==> src/rtl/mem_port_arbiter.sv <==
// Arbitrates the shared async-read / sync-write data memory between the CPU and a DMA master.
// CPU wins by default; a starvation counter forces DMA in, then DMA may hold a bounded burst.
module mem_port_arbiter #(
    parameter int WIDTH      = 16,
    parameter int ADD_SIZE   = 10,
    parameter int STARVE_MAX = 4,
    parameter int BURST_MAX  = 8
) (
    input  logic                clk,
    input  logic                rst,

    input  logic                cpu_req,
    input  logic                cpu_we,
    input  logic [ADD_SIZE-1:0] cpu_addr,
    input  logic [WIDTH-1:0]    cpu_wdata,
    output logic [WIDTH-1:0]    cpu_rdata,
    output logic                cpu_stall,

    input  logic                dma_req,
    input  logic                dma_we,
    input  logic [ADD_SIZE-1:0] dma_addr,
    input  logic [WIDTH-1:0]    dma_wdata,
    output logic                dma_gnt,
    output logic [WIDTH-1:0]    dma_rdata,

    output logic [ADD_SIZE-1:0] mem_addr,
    output logic                mem_we,
    output logic [WIDTH-1:0]    mem_wdata,
    input  logic [WIDTH-1:0]    mem_rdata,

    output logic [1:0]          owner
);

    localparam int SW = $clog2(STARVE_MAX + 1);
    localparam int BW = $clog2(BURST_MAX + 1);

    localparam logic [SW-1:0] STARVE_LIM = SW'(STARVE_MAX);
    localparam logic [SW-1:0] STARVE_ONE = SW'(1);
    localparam logic [BW-1:0] BURST_LIM  = BW'(BURST_MAX);
    localparam logic [BW-1:0] BURST_ONE  = BW'(1);

    typedef enum logic [1:0] {
        OWN_IDLE = 2'd0,
        OWN_CPU  = 2'd1,
        OWN_DMA  = 2'd2
    } owner_t;

    owner_t          r_owner;
    owner_t          w_grant;
    logic [SW-1:0]   r_starve_cnt;
    logic [SW-1:0]   w_starve_nxt;
    logic [BW-1:0]   r_burst_cnt;
    logic [BW-1:0]   w_burst_nxt;
    logic            w_burst_open;
    logic            w_starved;

    // NOTE: state registers use non-blocking assignments so every flop samples pre-edge values.
    always_ff @(posedge clk or posedge rst) begin
        if (rst) begin
            r_owner      <= OWN_IDLE;
            r_starve_cnt <= '0;
            r_burst_cnt  <= '0;
        end else begin
            r_owner      <= w_grant;
            r_starve_cnt <= w_starve_nxt;
            r_burst_cnt  <= w_burst_nxt;
        end
    end

    assign w_burst_open = (r_owner == OWN_DMA) && (r_burst_cnt < BURST_LIM);
    assign w_starved    = (r_starve_cnt >= STARVE_LIM);

    // Reset is used as data here so nothing reaches memory while it is held.
    // NOTE: every always_comb output gets a default first so no path can infer a latch.
    always_comb begin
        w_grant = OWN_IDLE;
        if (!rst) begin
            if (dma_req && (!cpu_req || w_burst_open || w_starved)) begin
                w_grant = OWN_DMA;
            end else if (cpu_req) begin
                w_grant = OWN_CPU;
            end
        end
    end

    always_comb begin
        w_burst_nxt  = '0;
        w_starve_nxt = '0;
        if (w_grant == OWN_DMA) begin
            if (r_owner != OWN_DMA) begin
                w_burst_nxt = BURST_ONE;
            end else if (r_burst_cnt >= BURST_LIM) begin
                w_burst_nxt = BURST_LIM;
            end else begin
                w_burst_nxt = r_burst_cnt + BURST_ONE;
            end
        end
        if ((w_grant == OWN_CPU) && dma_req) begin
            if (r_starve_cnt >= STARVE_LIM) begin
                w_starve_nxt = STARVE_LIM;
            end else begin
                w_starve_nxt = r_starve_cnt + STARVE_ONE;
            end
        end
    end

    always_comb begin
        mem_addr  = '0;
        mem_we    = 1'b0;
        mem_wdata = '0;
        cpu_rdata = '0;
        dma_rdata = '0;
        unique case (w_grant)
            OWN_CPU: begin
                mem_addr  = cpu_addr;
                mem_we    = cpu_we;
                mem_wdata = cpu_wdata;
                cpu_rdata = mem_rdata;
            end
            OWN_DMA: begin
                mem_addr  = dma_addr;
                mem_we    = dma_we;
                mem_wdata = dma_wdata;
                dma_rdata = mem_rdata;
            end
            default: ;
        endcase
    end

    assign cpu_stall = cpu_req && (w_grant != OWN_CPU) && !rst;
    assign dma_gnt   = (w_grant == OWN_DMA);
    assign owner     = r_owner;

endmodule

==> config.mk <==
export PLATFORM = sky130hd
export DESIGN_NAME = mem_port_arbiter
export DESIGN_NICKNAME = d
export VERILOG_FILES = /design/src/rtl/mem_port_arbiter.sv
export SDC_FILE = /design/constraint.sdc
export NUM_CORES = 1
export LEC_CHECK = 0
export CORE_MARGIN = 3
export CORE_UTILIZATION = 27
export DETAILED_ROUTE_END_ITERATION = 12
export PLACE_DENSITY = 0.95
export SYNTH_ARGS = -nofsm -noshare
export SYNTH_HDL_FRONTEND = slang
export SYNTH_SLANG_ARGS = --single-unit
==> constraint.sdc <==
create_clock -name clk -period 3.16 [get_ports clk]
set_input_delay 0.632 -clock clk [delete_from_list [all_inputs] [get_ports clk]]
set_output_delay 0.632 -clock clk [all_outputs]
set_load 0.005 [all_outputs]
-- Yosys cells after proc, flatten, opt, wreduce, memory -nomap -nowiden
Index checks and enable logic that the tools add are counted.
- bits in latches: 0
- RAM bits: 0
- logic and storage cells: 35
- input bits: 74
- bits in registers: 9
- memories kept: 0
- memory bits (read-only): 0
- add/subtract/negate cells: 2
- equal/unequal tests: 5
- muxes and demuxes: 13
- div/mod/pow operators: 0
- order comparisons: 3
- shift-type cells: 0
- reduce and logical (&&, ||, !) cells: 9
- bitwise logic cells: 0
- multipliers: 0
- operators with widths (operator ; number):
    16-bit two-way mux ; 2
    16-bit case mux with 2 select lines ; 1
    10-bit case mux with 2 select lines ; 1
    4-bit two-way mux ; 3
    3-bit two-way mux ; 2
    1-bit logical AND ; 5
    4-bit by 1-bit adder with 4-bit output (second input constant) ; 1
    2-bit == test (second input constant) ; 2
    4-bit greater-or-equal comparator (second input constant) ; 1
    4-bit less-than comparator (second input constant) ; 1
    2-bit two-way mux ; 2
    3-bit by 1-bit adder with 3-bit output (second input constant) ; 1
    3-bit greater-or-equal comparator (second input constant) ; 1
    2-bit by 1-bit == test with 1-bit output (second input constant) ; 1
    1-bit zero test ; 2
    1-bit logical OR ; 2
    2-bit by 1-bit inequality test with 1-bit output (second input constant) ; 1
    2-bit inequality test (second input constant) ; 1
    1-bit case mux with 2 select lines ; 1
    1-bit two-way mux ; 1

-- Longest topological paths before layout
- word-level depth: 10
- depth in mapped cells: 7
- gate-level depth less buffers: 5

-- Worst setup path after synthesis
No wires, ideal clock.
- kind: input to output
- start point: in rst
- end point: out mem_addr[1]
- buffers on the path: 2
- path slack: 0.686 ns
- data arrival time: 1.842 ns
- required time: 2.528 ns
- stages on the path: 7
- path through: inv_1 -> o311a_1 -> ha_1 -> buf_2 -> buf_2 -> a22oi_1 -> nor2_1
- longest elaborated chain between the ends: 3
- elaborated cells on any way between the ends: 4
- classes of those cells: 2 x eq/ne; 2 x mux
- ends and longest elaborated chain (item ; line ; text):
    start, declared ; 10 ; input logic rst,
    2-bit two-way mux ; 77 ; if (!rst) begin
    net w_grant[1] ; 49 ; owner_t w_grant;
    2-bit == test ; n/a ;
    net dma_gnt ; 23 ; output logic dma_gnt,
    10-bit case mux with 2 select lines ; 113 ; unique case (w_grant)
    end, declared ; 26 ; output logic [ADD_SIZE-1:0] mem_addr,
The timed path passes the listed nets, and every way through them passes these cells.

-- Worst setup path in the final report
- start point: in cpu_req
- end point: out mem_addr[8]
- longest elaborated chain between the ends: 8
- elaborated cells on any way between the ends: 10
- classes of those cells: 2 x eq/ne; 4 x mux; 4 x reduce/logical
- ends and longest elaborated chain (item ; line ; text):
    start, declared ; 12 ; input logic cpu_req,
    1-bit zero test ; 78 ; if (dma_req && (!cpu_req || w_burst_open || w_starved)) begin
    1-bit logical OR (2 in series) ; 78 ;
    1-bit logical AND ; 78 ;
    2-bit two-way mux * ; 78 ;
    2-bit two-way mux * ; 77 ;
    2-bit == test or 2-bit by 1-bit == test with 1-bit output (tied branches) ; 113 ;
    10-bit case mux with 2 select lines * ; 113 ;
Every way passes the cells marked *; elsewhere a longest branch is shown, timed or not.

==> out/qor.json <==
{
  "floorplan": {
    "die_x_um": 68.10,
    "floorplan.io_pins": 137,
    "core.rowCount": 21,
    "die_h_um": 68.10,
    "die_area_mm2": 0.004637,
    "initial_utilization": 0.2957,
    "fp.coreArea_mm2": 0.003521
  },
  "critical_path": {
    "path_buf_inv": 4,
    "worstPathCellList": "dlygate4sd2_1 -> nor3b_4 -> buf_4 -> a21oi_4 -> ha_4 -> buf_12 -> nor2_1 -> clkdlybuf4s50_1",
    "worst-path-max-fanout": 27,
    "worstPathArrival_ns": 2.47,
    "critical_path.slowest_cell": "sky130_fd_sc_hd__clkdlybuf4s50_1",
    "cpPeakStageDelay_ns": 0.51,
    "worstPathRequired_ns": 2.53,
    "setup.worst_path.start": "cpu_req",
    "worst_setup_path_start_kind": "input pin",
    "type_of_the_worst_setup_path": "input pin to output pin",
    "path_delay_family": "buffers and inverters",
    "setup.worst_path.end_class": "output pin",
    "timing.rr.start": "r_burst_cnt[3]"
  },
  "route": {
    "vias": 1584,
    "detailed_route_drc_error_count": 0,
    "wirelength_um": 5162,
    "drt_pre_antenna_iters": 4,
    "wl_per_cell_um": 15.55,
    "via_per_inst": 4.771,
    "detail-route-antenna-nets": 0,
    "met3WireLength_um": 392,
    "routed.top_layer": "met4",
    "met2_length_um": 2866,
    "drt_iter0_drc": 103,
    "met1_wire_length_um": 1750
  },
  "clock_tree": {
    "cts.htree.levels": 1,
    "cts.path.max_buffers": 2,
    "cts_inserted_buffers": 3,
    "cts-hold-fix-buffers": 0,
    "tritoncts": "built",
    "clk_pin_slew_worst_paths_ns": 0.05,
    "clock_latency_ns": 0.22,
    "clkSinkCount": 9,
    "root_buffer": "sky130_fd_sc_hd__clkbuf_8"
  },
  "final_layout": {
    "final_cell_mix": "sky130_fd_sc_hd__clkdlybuf4s50_1 (119), sky130_fd_sc_hd__and2_1 (32), sky130_fd_sc_hd__nor2_1 (31), sky130_fd_sc_hd__a22oi_1 (25), sky130_fd_sc_hd__buf_4 (11)",
    "area.sequential_um2": 225.2,
    "multi_input_area_um2": 849.6,
    "syn_to_final_growth_pct": 164.4,
    "final_cell_count_without_fillers": 332,
    "most_common_library_cell_in_the_layout_ignoring_fill_and_taps": "sky130_fd_sc_hd__clkdlybuf4s50_1",
    "nNetsFinal": 368,
    "drive_gt1_frac": 0.1119,
    "n_antenna_cell": 0,
    "fillerInstances": 244
  },
  "worst_hold_path": {
    "worst_hold_startpoint": "r_starve_cnt[0]",
    "min-delay-path-class": "flip-flop to flip-flop"
  },
  "synth": {
    "postSynthCellCount": 143,
    "syn-num-nets": 224,
    "synthesis.yosys.warnings": 0,
    "syn-mean-instance-area_um2": 7.280,
    "synth_cell_type_count": 20,
    "mappedNetlistArea_mm2": 0.001041,
    "synth_top_cell_area_share": 0.2163,
    "synth_sequential_area_ratio": 0.2163,
    "synthDominantAreaCellType": "sky130_fd_sc_hd__dfrtp_1",
    "main_area_contributors_after_synthesis": "sky130_fd_sc_hd__dfrtp_1 (22%), sky130_fd_sc_hd__a22oi_1 (19%), sky130_fd_sc_hd__and2_1 (19%), sky130_fd_sc_hd__nor2_1 (11%), sky130_fd_sc_hd__ha_1 (8.4%)",
    "synth_seq_cells": 9
  },
  "timing": {
    "fin_hold_ws_ns": 0.4666,
    "fin_crit_sh": 0.9825,
    "timing_worst_slew_pin_value_ns": 0.3528,
    "maxClockFrequency_mhz": 322.1,
    "clock-skew-final_ns": 0.002419,
    "headroom_to_the_max_slew_limit": 0.7648,
    "timing_max_transition_violations_final": 0,
    "final_period_minus_worst_setup_slack_ns": 3.105,
    "setup-violations-final": 0,
    "report.final.hold_viol_count": 0
  },
  "placement": {
    "hpwlAfterDp_um": 4004,
    "gpl.final_weighted_congestion": 0.7525,
    "io_buffer_count": 136,
    "dp_cells": 326
  },
  "global_route": {
    "grt_antenna_before_repair": 0,
    "grt_pass1_vias": 1512,
    "pin_count_of_the_biggest_net_entering_global_routing": 28,
    "grt_remaining_overflow": 0,
    "grt_pass1_wl_um": 7065,
    "groute.usage.overall": 0.1960
  },
  "flow_run": {
    "max_cap_violations": 0
  },
  "power": {
    "p_per_area_mw_per_mm2": 202.1,
    "p_leak_uw": 0.001225,
    "power.ir.vdd_worst_mv": 0.4525
  },
  "status": {
    "status": "complete, no violations"
  }
}
[timing repair]
action / CTS / global route
gates cloned: 1 / 0
endpoints found under the setup margin: 60 / 8
pin swaps: 2 / 5
resized for setup: 27 / 11
setup buffers: 0 / 1
[synth_stat cells]
library cell,number
sky130_fd_sc_hd__nor3_1,3
sky130_fd_sc_hd__clkbuf_1,4
sky130_fd_sc_hd__a21o_1,1
sky130_fd_sc_hd__nor2_1,31
sky130_fd_sc_hd__a22oi_1,27
sky130_fd_sc_hd__o311ai_0,1
sky130_fd_sc_hd__ha_1,7
sky130_fd_sc_hd__xnor2_1,1
sky130_fd_sc_hd__and2_1,32
sky130_fd_sc_hd__nand2_1,1
sky130_fd_sc_hd__or3b_1,1
sky130_fd_sc_hd__buf_2,8
sky130_fd_sc_hd__nor3b_1,5
sky130_fd_sc_hd__a31oi_1,1
sky130_fd_sc_hd__a21oi_1,1
sky130_fd_sc_hd__o31a_1,1
sky130_fd_sc_hd__nand3b_1,1
sky130_fd_sc_hd__dfrtp_1,9
sky130_fd_sc_hd__o311a_1,1
sky130_fd_sc_hd__inv_1,7
[sequential cells by signal, summed over array words and instances, names as in the netlist]
name and flops:
r_burst_cnt 4, r_starve_cnt 3, owner 2
[path summary, 6_finish.rpt]
check / slack (ns) / depth (start not counted) / end
worst max-delay path: 0.06 / 8 / mem_addr[8]
worst min-delay path: 0.47 / 1 / r_starve_cnt[0]
worst max register to register: 1.27 / 6 / r_burst_cnt[1]
worst min register to register: 0.47 / 1 / r_starve_cnt[0]
max in group asynchronous: 2.24 / 4 / r_starve_cnt[2]
min in group asynchronous: 0.75 / 4 / owner[1]
[power breakdown]
part | total, µW | switching (µW) | internal, µW | leakage, µW
sequential | 122 | 3.46 | 119 | 0.000123
clock | 128 | 42.0 | 85.6 | 0.0000255
combinational | 306 | 108 | 199 | 0.00108
[kinds of logic (layout without fill, tap and decap cells)]
family	after synthesis	in the layout	share of synthesized area
simple gates	74	74	0.3738
buf+inv	19	162	0.07813
flops	9	9	0.2163
compound gates	33	33	0.2392
xor+xnor	1	1	0.008415
fa+ha+maj	7	7	0.08413
[layout make-up]
type	count	share of cell area
repair buffers	151	0.5614
multi-input cells	115	0.3086
flip-flops and latches	9	0.08182
well taps	46	0.02091
clock buffers	3	0.01500
inverters	7	0.01045
clock inverters	1	0.001818
[metrics by stage]
stage	TNS [ns]	utilization	setup slack, ns	cell area [µm²]	power [µW]
after floorplan	0	-	0.6858	1041	207.5
after global placement	-5.689	0.7214	-0.1483	2540	404.1
after detailed placement	-8.105	0.7214	-0.2026	2540	410.8
after CTS	0	0.7694	0.01041	2709	554.7
after global routing	-0.1556	0.7818	-0.02858	2753	585.7
final	0	0.7818	0.05527	2753	556.4
[routing by layer]
metal,GRT usage,up-vias
met5,0,-
met3,0.03284,12
li1,-,779
met2,0.3851,70
met4,0.05459,0
met1,0.2107,723
[worst reg2reg max path, stage by stage, from the launching register on]
cell and delay [ns]:
sky130_fd_sc_hd__dfrtp_1 0.43, sky130_fd_sc_hd__or3b_1 0.43, sky130_fd_sc_hd__a21oi_4 0.25, sky130_fd_sc_hd__ha_4 0.18, sky130_fd_sc_hd__buf_4 0.14, sky130_fd_sc_hd__nand3b_1 0.14, sky130_fd_sc_hd__nor3b_1 0.23
Power figures use the tool's default switching activity.
